===== src/rtl/mpi_noc_pkg.sv =====
// Shared NoC flit definitions used by the packet buffer and the MPI endpoint.
package mpi_noc_pkg;

    localparam int NOC_FLIT_WIDTH_DEFAULT = 32;

    // One stored flit: payload plus its end-of-packet marker.
    typedef struct packed {
        logic                              last;
        logic [NOC_FLIT_WIDTH_DEFAULT-1:0] data;
    } flit_t;

endpackage


===== src/rtl/mpi_noc_buffer_ram.sv =====
// Flit storage: one synchronous write port, one asynchronous read port.
// Contents are not reset; validity is tracked by the pointers in the top.
module mpi_noc_buffer_ram #(
    parameter int W     = 32,
    parameter int DEPTH = 16
) (
    input  logic                     clk,
    input  logic                     we,
    input  logic [$clog2(DEPTH)-1:0] waddr,
    input  logic [W:0]               wdata,
    input  logic [$clog2(DEPTH)-1:0] raddr,
    output logic [W:0]               rdata
);

    logic [W:0] mem [DEPTH];

    // Write the accepted flit (bit W is the last marker).
    always_ff @(posedge clk) begin
        if (we) begin
            mem[waddr] <= wdata;
        end
    end

    assign rdata = mem[raddr];

endmodule


===== src/rtl/mpi_noc_packet_buffer.sv =====
// Store-and-forward packet buffer between a NoC router port and the MPI
// endpoint. A packet is released only after its last flit is stored, unless
// the buffer fills with no complete packet inside, in which case it falls
// back to cut-through so an over-long packet cannot deadlock the link.
//
// Handshake: a transfer happens on a rising clk edge when valid and ready
// are both high; valid never waits for ready, ready never depends on valid,
// and once valid is up the payload holds until the transfer.
module mpi_noc_packet_buffer
    import mpi_noc_pkg::*;
#(
    parameter int NOC_FLIT_WIDTH = NOC_FLIT_WIDTH_DEFAULT,
    parameter int DEPTH          = 16
) (
    input  logic                       clk,
    input  logic                       rst,
    input  logic [NOC_FLIT_WIDTH-1:0]  in_flit,
    input  logic                       in_last,
    input  logic                       in_valid,
    output logic                       in_ready,
    output logic [NOC_FLIT_WIDTH-1:0]  out_flit,
    output logic                       out_last,
    output logic                       out_valid,
    input  logic                       out_ready,
    output logic [$clog2(DEPTH+1)-1:0] packet_count,
    output logic                       cut_through
);

    localparam int AW = $clog2(DEPTH);
    localparam int PW = AW + 1;
    localparam int CW = $clog2(DEPTH + 1);

    logic [PW-1:0]           wr_ptr_q, wr_ptr_d;
    logic [PW-1:0]           rd_ptr_q, rd_ptr_d;
    logic [CW-1:0]           cnt_q, cnt_d;
    logic                    ct_q, ct_d;
    logic                    empty, full, write, read;
    logic [NOC_FLIT_WIDTH:0] rd_word;

    mpi_noc_buffer_ram #(
        .W     (NOC_FLIT_WIDTH),
        .DEPTH (DEPTH)
    ) u_ram (
        .clk   (clk),
        .we    (write),
        .waddr (wr_ptr_q[AW-1:0]),
        .wdata ({in_last, in_flit}),
        .raddr (rd_ptr_q[AW-1:0]),
        .rdata (rd_word)
    );

    // Occupancy, handshakes and the gated output flit.
    always_comb begin
        empty     = (wr_ptr_q == rd_ptr_q);
        full      = (wr_ptr_q[AW] != rd_ptr_q[AW]) &&
                    (wr_ptr_q[AW-1:0] == rd_ptr_q[AW-1:0]);
        in_ready  = !full;
        out_valid = !empty && ((cnt_q != '0) || ct_q);
        write     = in_valid && in_ready;
        read      = out_valid && out_ready;
        out_flit  = out_valid ? rd_word[NOC_FLIT_WIDTH-1:0] : '0;
        out_last  = out_valid ? rd_word[NOC_FLIT_WIDTH] : 1'b0;
    end

    // Next pointers, packet count and cut-through flag.
    always_comb begin
        wr_ptr_d = wr_ptr_q;
        rd_ptr_d = rd_ptr_q;
        cnt_d    = cnt_q;
        ct_d     = ct_q;
        if (write) begin
            wr_ptr_d = wr_ptr_q + PW'(1);
        end
        if (read) begin
            rd_ptr_d = rd_ptr_q + PW'(1);
        end
        if ((write && in_last) && !(read && out_last)) begin
            cnt_d = cnt_q + CW'(1);
        end else if (!(write && in_last) && (read && out_last)) begin
            cnt_d = cnt_q - CW'(1);
        end
        // A full buffer with no complete packet can only drain by streaming.
        if (full && (cnt_q == '0)) begin
            ct_d = 1'b1;
        end
        // Leaving cut-through takes priority over entering it.
        if (read && out_last) begin
            ct_d = 1'b0;
        end
    end

    // State registers; reset drops any stored or partial packet.
    always_ff @(posedge clk or posedge rst) begin
        if (rst) begin
            wr_ptr_q <= '0;
            rd_ptr_q <= '0;
            cnt_q    <= '0;
            ct_q     <= 1'b0;
        end else begin
            wr_ptr_q <= wr_ptr_d;
            rd_ptr_q <= rd_ptr_d;
            cnt_q    <= cnt_d;
            ct_q     <= ct_d;
        end
    end

    assign packet_count = cnt_q;
    assign cut_through  = ct_q;

endmodule


===== config.mk =====
export PLATFORM = sky130hd
export DESIGN_NAME = mpi_noc_packet_buffer
export DESIGN_NICKNAME = d
export VERILOG_FILES = /design/src/rtl/mpi_noc_pkg.sv /design/src/rtl/mpi_noc_buffer_ram.sv /design/src/rtl/mpi_noc_packet_buffer.sv
export SDC_FILE = /design/constraint.sdc
export NUM_CORES = 1
export LEC_CHECK = 0
export CORE_UTILIZATION = 50
export CTS_CLUSTER_DIAMETER = 50
export DETAILED_ROUTE_END_ITERATION = 10
export PLACE_DENSITY_LB_ADDON = 0.15
export SETUP_SLACK_MARGIN = 0.3
export SLEW_MARGIN = 20
export SYNTH_ARGS = -nofsm -noshare
export SYNTH_HDL_FRONTEND = slang
export SYNTH_HIERARCHICAL = 1
export SYNTH_SLANG_ARGS = --single-unit

===== constraint.sdc =====
create_clock -name clk -period 5.6 [get_ports clk]
set_input_delay 1.12 -clock clk [delete_from_list [all_inputs] [get_ports clk]]
set_output_delay 1.12 -clock clk [all_outputs]
set_load 0.05 [all_outputs]

Word-level counts from Yosys, hierarchy flattened
Memories as Yosys holds them, arrays and structs flattened.
Index checks and enable logic that the tools add are counted.
- $add $sub $neg: 4
- multiply operators: 0
- div/mod/pow operators: 0
- order comparisons: 0
- equality and inequality tests: 3
- shifts and indexed selects: 0
- muxes and demuxes: 8
- bitwise gates (word level): 0
- reduce and logical (&&, ||, !) cells: 18
- operator list (kind ; number):
    $mux 32 ; 1
    $add 5x1->5 const B ; 3
    $mux 5 ; 2
    $logic_and 1x1->1 ; 9
    $eq 5x5->1 ; 1
    $logic_not 5->1 ; 1
    $mux 1 ; 5
    $reduce_bool 5->1 ; 1
    $sub 5x1->5 const B ; 1
    $eq 4x4->1 ; 1
    $logic_not 1->1 ; 4
    $reduce_bool 2->1 ; 2
    $logic_or 1x1->1 ; 1
    $ne 1x1->1 ; 1
- flip-flop bits (word level): 16
- latch bits: 0
- bits in writable memories: 528
- bits in read-only memories: 0
- output and inout port bits: 41
- word-level logic and storage cells: 38
- memories kept: 1
- memory list (memory ; words ; bits a word ; rd ports ; clocked after memory_dff ; write ports ; RTL line ; RTL):
    u_ram.mem ; 16 ; 33 ; 1 ; 0 ; 1 ; mpi_noc_buffer_ram.sv:15 ; logic [W:0] mem [DEPTH];

Longest topological paths before layout
Gate-level depths: netlist of the first run.
- word-level depth: 9
- gate-level depth with buffers: 14
- depth with buffers taken out: 11

Modules after synthesis
Netlist of the first run, hierarchy kept.
- modules (own cells, without submodules) (module ; times used ; cells each ; area an instance (um^2)):
    mpi_noc_buffer_ram ; 1 ; 831 ; 19970.4
    mpi_noc_packet_buffer ; 1 ; 131 ; 1338.8

Worst setup path before layout of the first run
Ideal clock, no wire load.
- kind: input port to flip-flop
- start point: input in_valid
- end point: memory u_ram/mem[0][0] (netlist name) (enable)
- setup time: 464 ps
- arrival: 4098 ps
- required time: 5136 ps
- setup slack: 1038 ps
- cell stages on the path: 4
- path through: o21ai_1 inv_1 or3b_2 nor3_1
- cells in the longest elaborated chain, start to end: 3
- RTL lines (what ; RTL line ; RTL):
    start, declared ; mpi_noc_packet_buffer.sv:19 ; input logic in_valid,
    $logic_and 1x1->1 ; mpi_noc_packet_buffer.sv:59 ; write = in_valid && in_ready;
    via write ; mpi_noc_packet_buffer.sv:37 ; logic empty, full, write, read;
    $mux 1 ; mpi_noc_buffer_ram.sv:19 ; if (we) begin
    $mux 1 (not written as such) ; mpi_noc_buffer_ram.sv:20 ; mem[waddr] <= wdata;
    end, declared ; mpi_noc_buffer_ram.sv:15 ;
The timed path passes the listed nets, and every way through them passes these cells.

Worst setup path in the final report of the first run
- start point: register rd_ptr_q[0]
- end point: output out_last
- elaborated cells on any way between the ends: 5
- classes of those cells: eq/ne (1); mux (1); reduce/logical (2); memory (1)
- RTL lines (what ; RTL line ; RTL):
    start, declared ; mpi_noc_packet_buffer.sv:34 ; logic [PW-1:0] rd_ptr_q, rd_ptr_d;
    start signal, assigned ; mpi_noc_packet_buffer.sv:101 ; rd_ptr_q <= rd_ptr_d;
    $mem_v2 16x33 ; - ;
    via rd_word[32] ; mpi_noc_packet_buffer.sv:38 ; logic [NOC_FLIT_WIDTH:0] rd_word;
    $mux 1 ; mpi_noc_packet_buffer.sv:62 ; out_last = out_valid ? rd_word[NOC_FLIT_WIDTH] : 1'b0;
    end, declared ; mpi_noc_packet_buffer.sv:22 ; output logic out_last,
The timed path passes the listed nets, and every way through them passes these cells.

==> results of run 1 <==
cell type report:
type	instances	share of cell area, %
Clock buffer	75	6.16
Clock inverter	30	1.11
Inverter	4	0.0610
Multi-Input combinational cell	364	19.5
Sequential cell	544	66.1
Tap cell	539	2.74
Timing Repair Buffer	107	4.33
flip-flops by register name (all words and copies together), names as in the netlist:
| name | cells |
|---|---|
| u_ram/mem | 528 |
| packet_count | 5 |
| rd_ptr_q | 5 |
| wr_ptr_q | 5 |
| cut_through | 1 |
metrics by stage:
stage	std cells	util, %
2_1_floorplan	962	-
3_3_place_gp	1557	54.3
3_5_place_dp	1558	54.4
4_1_cts	1663	58.7
5_1_grt	1663	58.7
6_report	1663	58.7
logic make-up after synthesis:
group	after synthesis	share of synthesized area, %
xor+xnor	15	0.652
mux	136	14.5
buf+inv	54	1.80
simple gates	121	3.28
fa+ha+maj	7	0.446
flops	544	76.3
compound gates	85	3.03
per-layer routing:
| metal | up-vias | routed length, um |
|---|---|---|
| met5 | - | 11 |
| met2 | 228 | 22400 |
| met1 | 5387 | 19400 |
| met4 | 2 | 852 |
| met3 | 69 | 1900 |
| li1 | 4291 | - |
worst max-delay path, stage by stage, from the launching register on:
cell,delay (ns)
dfrtp_4,0.69
buf_12,0.45
mux4_2,0.57
a22oi_1,0.26
nand2_1,0.16
and2_1,0.17
clkdlybuf4s50_1,0.71
power breakdown:
part	leakage, uW	switching, uW	total, uW	internal (uW)
Sequential	0.00496	231	5170	4940
Combinational	0.00210	3190	5450	2260
Clock	0.000864	1510	3600	2090
Total	0.00792	4940	14200	9290
cell usage in the layout, fill, tap and decap left out, drive strengths merged, types with 3 or more instances in the layout:
master and n:
and2 34, clkdlybuf4s50 77, a22oi 66, xnor2 10, clkinv 21, clkbuf 75, nand3 4, buf 30
nand2 44, o21ai 3, or3 3, ha 6, nor3 8, mux4 132, a21oi 4, nor2 13
mux2 3, edfxtp 528, o211ai 3, inv 7, bufinv 4, nand3b 3, xor2 5, dfrtp 16
worst max-delay path by stage:
stage	to	slack [ns]	cells past startpoint
finish	out_last	0.82	6
detailed placement	out_flit[12]	1.40	6
floorplan	u_ram/mem[0][0]$_DFFE_PP_	1.04	4
global placement	out_flit[15]	1.39	6
CTS	out_flit[12]	0.74	6
global route	out_flit[18]	0.62	6
==> flow_metrics.tcl, run 1 <==
set metrics [dict create \
    status "completed" \
    power_leakage_uw 0.00792 \
    peakVddDrop_mv 0.441 \
    crit_start "rd_ptr_q[0]$_DFFE_PP0P_" \
    hp-start "packet_count[2]$_DFFE_PP0P_" \
    start_util_pct 50.8 \
    cts_hold_buf 0 \
    clk_latency_ns 0.61 \
    dieArea_mm2 0.0434 \
    io_pins 78 \
    grt_busiest_layer "met2" \
    ys.flop_type "edfxtp_1" \
    maxSlewHeadroom_pct 25.2 \
    cts_tree "yes" \
    post_dp_cell_area_mm2 0.0228 \
    grt_usage_pct 21.3 \
    met3_usage_pct 3.05 \
    synth_top_area_share_pct 74.4 \
    tightestPinTransition_ns 1.12 \
    ys_top_cells_by_count "edfxtp_1, mux4_2, a22oi_1" \
    drtIter0Drc 778 \
    yosysUniqueCellTypes 50 \
    antenna_left 0 \
    synth_area_leaders "edfxtp_1, mux4_2, mux4_1, a22oi_1, dfrtp_1" \
    worstPathRequired_ns 4.48 \
    drc 0 \
    cts_buffers 58 \
    syn2layout_area_growth_pct 15.5 \
    fin_crit_sh_pct 85.3 \
    htree_levels 2 \
    rsz0062_at_grt "no" \
    grt_pass1_vias 10400 \
    clock_path_buffers 3 \
    viasPerCell 6.00 \
    r2r_slack_ns 1.65 \
    synth_edf_count 528 \
    fin_crit_ns 4.78 \
    drt_pass1_iterations 4 \
    synthMostInstantiatedCell "edfxtp_1" \
    antennaDiodeCount 0 \
    wl_per_cell_um 26.8 \
    grt_use_met2_pct 35.0 \
    tns_ns 0 \
    start_kind "flip-flop" \
    ys_warn_count 6 \
    yosysSeqAreaShare_pct 76.3 \
    drt_wl_total_um 44600 \
    clk_pin_slew_ns 0.06 \
    grt_start_max_net_pins 86 \
    avgSynthCellArea_um2 22.2 \
    fin_ws_ns 0.823 \
    grt-ovfl-total 0 \
    seq_area_mm2 0.0163 \
    setup_viol 0 \
    postSynthNetCount 1006 \
    ys_ff_latch 544 \
    portBuffers 77 \
    holdPathEnd "packet_count[2]$_DFFE_PP0P_" \
    syn_area_mm2 0.0213 \
    met1_usage_pct 29.9 \
    fill_cells 3009 \
    place_hpwl_um 24300 \
    fin_skew_ns 0.0190 \
    clock_sinks 544 \
    timing.hold.ws_ns 0.556 \
    crit_fanout 56 \
    yosys.area.top_type "edfxtp_1" \
    drive_gt1_share_pct 24.6 \
    multi_input_area_mm2 0.00480 \
    cts_root_buffer "clkbuf_16" \
    grt_pass1_wl_um 67600 \
    post-place-ws_ns 1.40 \
    power.density_mw_per_mm2 578 \
    fmax_ghz 0.209 \
    reg2reg_depth 11 \
    fp.dieH_um 208 \
    crit_type "reg -> out" \
    design_area_mm2 0.0246 \
    synthArstFlopShare_pct 2.94 \
    drv_slew 0 \
    gp_congestion 0.720 \
    die_x_um 208 \
    reg2reg_from "rd_ptr_q[0]$_DFFE_PP0P_" \
    r2r_end "packet_count[4]$_DFFE_PP0P_" \
    core_mm2 0.0419 \
    hold_class "reg -> reg" \
    total_power_uw 14200 \
    cts_resized 0 \
    end_kind "output pin" \
    vias 9977 \
    postCtsSetupBuffers 0 \
    cap_violations 0 \
    hold_viol_final 0 \
    fin_nets 1123 \
    antenna_found_initial 1 \
    worstHoldPathCells 2 \
    rows 75 \
    cp.arrival_ns 3.66 \
    synth_cells 962 \
]
Power figures use the tool's default switching activity.
==> run 2, diff against run 1 <==
CAP_MARGIN = 25   (was not set)
PLACE_DENSITY_LB_ADDON = 0.2   (was 0.15)
==> run 2 against run 1 <==
Effect of this change: core utilization grew 0.069 points; register-to-register slack worse by 0.05 ns; sequential power up 1%; first-iteration DRC count down 14%; sequential share of layout area fell by 0.077 points; die area unchanged; setup slack lost 0.048 ns.
==> flow_metrics.tcl, run 2 (synthesized netlist as in run 1, its figures left out) <==
set metrics [dict create \
    wl_per_cell_um 26.6 \
    cts_buffers 56 \
    drt_wl_total_um 44300 \
    grt_pass1_vias 10300 \
    fin_skew_ns 0.0114 \
    power_leakage_uw 0.00796 \
    rows 75 \
    cts_hold_buf 0 \
    hold_viol_final 0 \
    cap_violations 0 \
    cts_resized 0 \
    fmax_ghz 0.207 \
    drtIter0Drc 669 \
    drc 0 \
    cp.arrival_ns 3.70 \
    postCtsSetupBuffers 0 \
    fill_cells 2993 \
    drt_pass1_iterations 5 \
    drv_slew 0 \
    fin_crit_sh_pct 86.2 \
    antenna_found_initial 0 \
    start_util_pct 50.8 \
    peakVddDrop_mv 0.455 \
    start_kind "flip-flop" \
    rsz0062_at_grt "no" \
    viasPerCell 5.93 \
    io_pins 78 \
    cts_root_buffer "clkbuf_16" \
    grt-ovfl-total 0 \
    die_x_um 208 \
    gp_congestion 0.771 \
    largest_register "u_ram/mem" \
    clk_latency_ns 0.58 \
    syn2layout_area_growth_pct 15.6 \
    fp.dieH_um 208 \
    crit_fanout 91 \
    grt_usage_pct 21.2 \
    dieArea_mm2 0.0434 \
    drive_gt1_share_pct 25.4 \
    tns_ns 0 \
    clock_sinks 544 \
    power.density_mw_per_mm2 578 \
    antennaDiodeCount 0 \
    fin_nets 1124 \
    largest_reg_flops 528 \
    crit_type "reg -> out" \
    htree_levels 2 \
    final_common_cell "edfxtp_1" \
    maxSlewHeadroom_pct 30.4 \
    worstPathRequired_ns 4.48 \
    antenna_left 0 \
    clk_pin_slew_ns 0.06 \
    core_mm2 0.0419 \
    grt_pass1_wl_um 66600 \
    grt_start_max_net_pins 92 \
    clock_path_buffers 3 \
    portBuffers 77 \
    place_hpwl_um 23700 \
    timing.hold.ws_ns 0.589 \
    hold_class "reg -> reg" \
    cts_tree "yes" \
    fin_crit_ns 4.82 \
    setup_viol 0 \
    vias 9864 \
    tightestPinTransition_ns 1.04 \
    end_kind "output pin" \
    layout_common_cells "edfxtp_1, mux4_2, clkdlybuf4s50_1" \
    status "completed" \
]
-- run 2: cell types whose count changed in the layout (fill, tap and decap cells not counted), moves of 2 or more --
cell | previous run | this run
buf_12 | 4 | 6
inv_6 | 1 | 3
clkinv_2 | 6 | 10
clkinv_4 | 0 | 2
clkbuf_1 | 17 | 11
clkinv_1 | 14 | 12
-- run 2: path summary, 6_finish.rpt --
path                                        startpoint                     endpoint  slack [ns]  depth (start not counted)
min in group asynchronous                          rst      rd_ptr_q[2]$_DFFE_PP0P_        0.92                          2
setup / recovery               rd_ptr_q[1]$_DFFE_PP0P_                  out_flit[0]        0.78                          6
setup reg to reg               rd_ptr_q[1]$_DFFE_PP0P_  packet_count[4]$_DFFE_PP0P_        1.60                         11
hold / removal             packet_count[0]$_DFFE_PP0P_  packet_count[0]$_DFFE_PP0P_        0.59                          1
max in group asynchronous                          rst      rd_ptr_q[0]$_DFFE_PP0P_        4.21                          2
hold reg to reg            packet_count[0]$_DFFE_PP0P_  packet_count[0]$_DFFE_PP0P_        0.59                          1
-- run 2: worst max-delay path, cell delays in order (launching register included) --
cell and delay, ns:
dfrtp_4 0.88, buf_12 0.51, mux4_2 0.40, a22oi_1 0.25, nand2_1 0.17, and2_1 0.17
clkdlybuf4s50_1 0.69
-- run 2: layout make-up --
| cell class | instances | area, um2 | area share [%] |
|---|---|---|---|
| clock buffer | 68 | 1470 | 5.96 |
| clock inverter | 35 | 319 | 1.29 |
| inverter | 4 | 15.0 | 0.0609 |
| multi-input combinational | 364 | 4800 | 19.5 |
| sequential | 544 | 16300 | 66.0 |
| tap | 539 | 674 | 2.74 |
| timing repair buffer | 110 | 1100 | 4.45 |
-- run 2: stage by stage --
step / area, um2 / setup WS [ns] / cells / total power (uW) / util, %
floorplan: 21300 / 1.04 / 962 / 9190 / -
global placement: 22800 / 1.35 / 1560 / 10700 / 54.5
detailed placement: 22800 / 1.34 / 1560 / 10800 / 54.5
CTS: 24600 / 0.703 / 1663 / 14400 / 58.7
global route: 24600 / 0.614 / 1664 / 14900 / 58.7
finish: 24600 / 0.775 / 1664 / 14200 / 58.7
-- run 2: where the power goes --
group / switching (uW) / internal (uW) / leakage, uW
registers: 298 / 4940 / 0.00496
clock network: 1500 / 2100 / 0.000878
logic: 3140 / 2260 / 0.00212
-- run 2: layer usage --
| layer | GRT usage [%] | share of wire (%) | up-vias |
|---|---|---|---|
| met2 | 34.5 | 50 | 259 |
| met1 | 30.3 | 44 | 5260 |
| li1 | - | - | 4300 |
| met4 | 5.08 | 1.5 | 0 |
| met3 | 3.25 | 4.8 | 45 |
| met5 | 0 | 0 | - |
==> run 3, diff against run 2 <==
CORE_UTILIZATION = 55   (was 50)
==> run 3 against run 2 <==
Effect of this change: clock power down 2%; highest routed layer unchanged; non-clock buffer count unchanged; critical path depth unchanged; clock skew up 0.0044 ns; cell count down 1.9%; die area down 9.0%; critical path type unchanged; register-to-register slack better by 0.12 ns; sequential power down 2%; setup slack better by 0.061 ns.
==> flow_metrics.tcl, run 3 (synthesized netlist as in run 1, its figures left out) <==
set metrics [dict create \
    start_kind "flip-flop" \
    post-place-ws_ns 1.40 \
    postCtsSetupBuffers 0 \
    clock_path_buffers 3 \
    fin_ws_ns 0.836 \
    cts_root_buffer "clkbuf_16" \
    total_power_uw 14100 \
    rsz0062_at_grt "no" \
    vias 10100 \
    die_x_um 199 \
    grt_pass1_wl_um 65200 \
    fin_nets 1122 \
    multi_input_area_mm2 0.00480 \
    syn2layout_area_growth_pct 15.0 \
    status "completed" \
    largest_reg_flops 528 \
    post_dp_cell_area_mm2 0.0228 \
    cts_tree "yes" \
    antenna_found_initial 0 \
    tns_ns 0 \
    viasPerCell 6.16 \
    htree_levels 2 \
    grt_start_max_net_pins 136 \
    fp.dieH_um 199 \
    reg2reg_from "rd_ptr_q[0]$_DFFE_PP0P_" \
    drv_slew 0 \
    drt_wl_total_um 44300 \
    fill_cells 2548 \
    clock_sinks 544 \
    grt_usage_pct 23.4 \
    cts_buffers 54 \
    hold_class "reg -> reg" \
    reg2reg_depth 11 \
    wl_per_cell_um 27.1 \
    start_util_pct 56.2 \
    crit_end "out_flit[17]" \
    r2r_slack_ns 1.72 \
    grt_pass1_vias 10100 \
    gp_congestion 0.733 \
    cap_violations 0 \
    seq_area_mm2 0.0163 \
    drive_gt1_share_pct 25.0 \
    end_kind "output pin" \
    worstPathRequired_ns 4.48 \
    dieArea_mm2 0.0395 \
    setup_viol 0 \
    largest_register "u_ram/mem" \
    drt_pass1_iterations 5 \
    cp.arrival_ns 3.64 \
    maxSlewHeadroom_pct 33.8 \
    final_common_cell "edfxtp_1" \
    layout_common_cells "edfxtp_1, mux4_2, clkdlybuf4s50_1" \
    r2r_end "packet_count[4]$_DFFE_PP0P_" \
    crit_type "reg -> out" \
    clk_latency_ns 0.60 \
    fin_skew_ns 0.0158 \
    crit_fanout 19 \
    rows 71 \
    tightestPinTransition_ns 0.992 \
    antennaDiodeCount 0 \
    cts_resized 0 \
    crit_start "wr_ptr_q[0]$_DFFE_PP0N_" \
    power_leakage_uw 0.00790 \
    place_hpwl_um 23800 \
    drc 0 \
    grt-ovfl-total 0 \
    portBuffers 77 \
    core_mm2 0.0379 \
    io_pins 78 \
    design_area_mm2 0.0245 \
    hold_viol_final 0 \
    fmax_ghz 0.210 \
    fin_crit_sh_pct 85.1 \
    peakVddDrop_mv 0.563 \
    cts_hold_buf 0 \
    clk_pin_slew_ns 0.06 \
    power.density_mw_per_mm2 576 \
    drtIter0Drc 724 \
    antenna_left 0 \
    timing.hold.ws_ns 0.577 \
    fin_crit_ns 4.76 \
]
-- run 3: cell count changes in the layout (fill, tap and decap cells not counted), sizes merged --
cell and change:
clkinvlp +3, inv -2, clkinv -4
-- run 3: worst min-delay path by stage --
stage / start / end / slack, ns / depth (start not counted)
after floorplan: rd_ptr_q[3]$_DFFE_PP0P_ / rd_ptr_q[3]$_DFFE_PP0P_ / 0.54 / 1
after global placement: packet_count[2]$_DFFE_PP0P_ / packet_count[2]$_DFFE_PP0P_ / 0.56 / 2
after detailed placement: packet_count[2]$_DFFE_PP0P_ / packet_count[2]$_DFFE_PP0P_ / 0.58 / 2
after CTS: packet_count[0]$_DFFE_PP0P_ / packet_count[0]$_DFFE_PP0P_ / 0.58 / 1
after global routing: packet_count[2]$_DFFE_PP0P_ / packet_count[2]$_DFFE_PP0P_ / 0.60 / 2
final: packet_count[2]$_DFFE_PP0P_ / packet_count[2]$_DFFE_PP0P_ / 0.58 / 2
-- run 3: per-stage QoR --
stage	util, %	cells
final	64.6	1633
after global routing	64.6	1633
after CTS	64.6	1632
after detailed placement	60.0	1532
after global placement	60.0	1532
after floorplan	-	962
-- run 3: critical path: stages, from the launching register on --
cell and delay (ns):
dfrtp_1 0.59, xnor2_1 0.16, and4_4 0.24, a21oi_4 0.64, buf_4 0.41, and2_4 0.19, clkdlybuf4s50_1 0.80
-- run 3: routing by layer --
layer / vias up / GRT usage [%] / part of all wire, %
met5: - / 0 / 0
met4: 0 / 7.12 / 1.9
met3: 62 / 3.59 / 6.6
met2: 381 / 37.5 / 50
met1: 5330 / 33.7 / 42
li1: 4294 / - / -
-- run 3: power breakdown --
part | switching, uW | internal [uW] | leakage, uW
logic | 3230 | 2250 | 0.00210
clock network | 1470 | 2050 | 0.000837
registers | 189 | 4940 | 0.00496
-- run 3: final cells by class --
cell class	instances	area share, %
clock buffers	68	5.85
flip-flops and latches	544	66.3
repair buffers	110	4.31
multi-input cells	364	19.6
inverters	4	0.0612
well taps	511	2.61
clock inverters	32	1.23
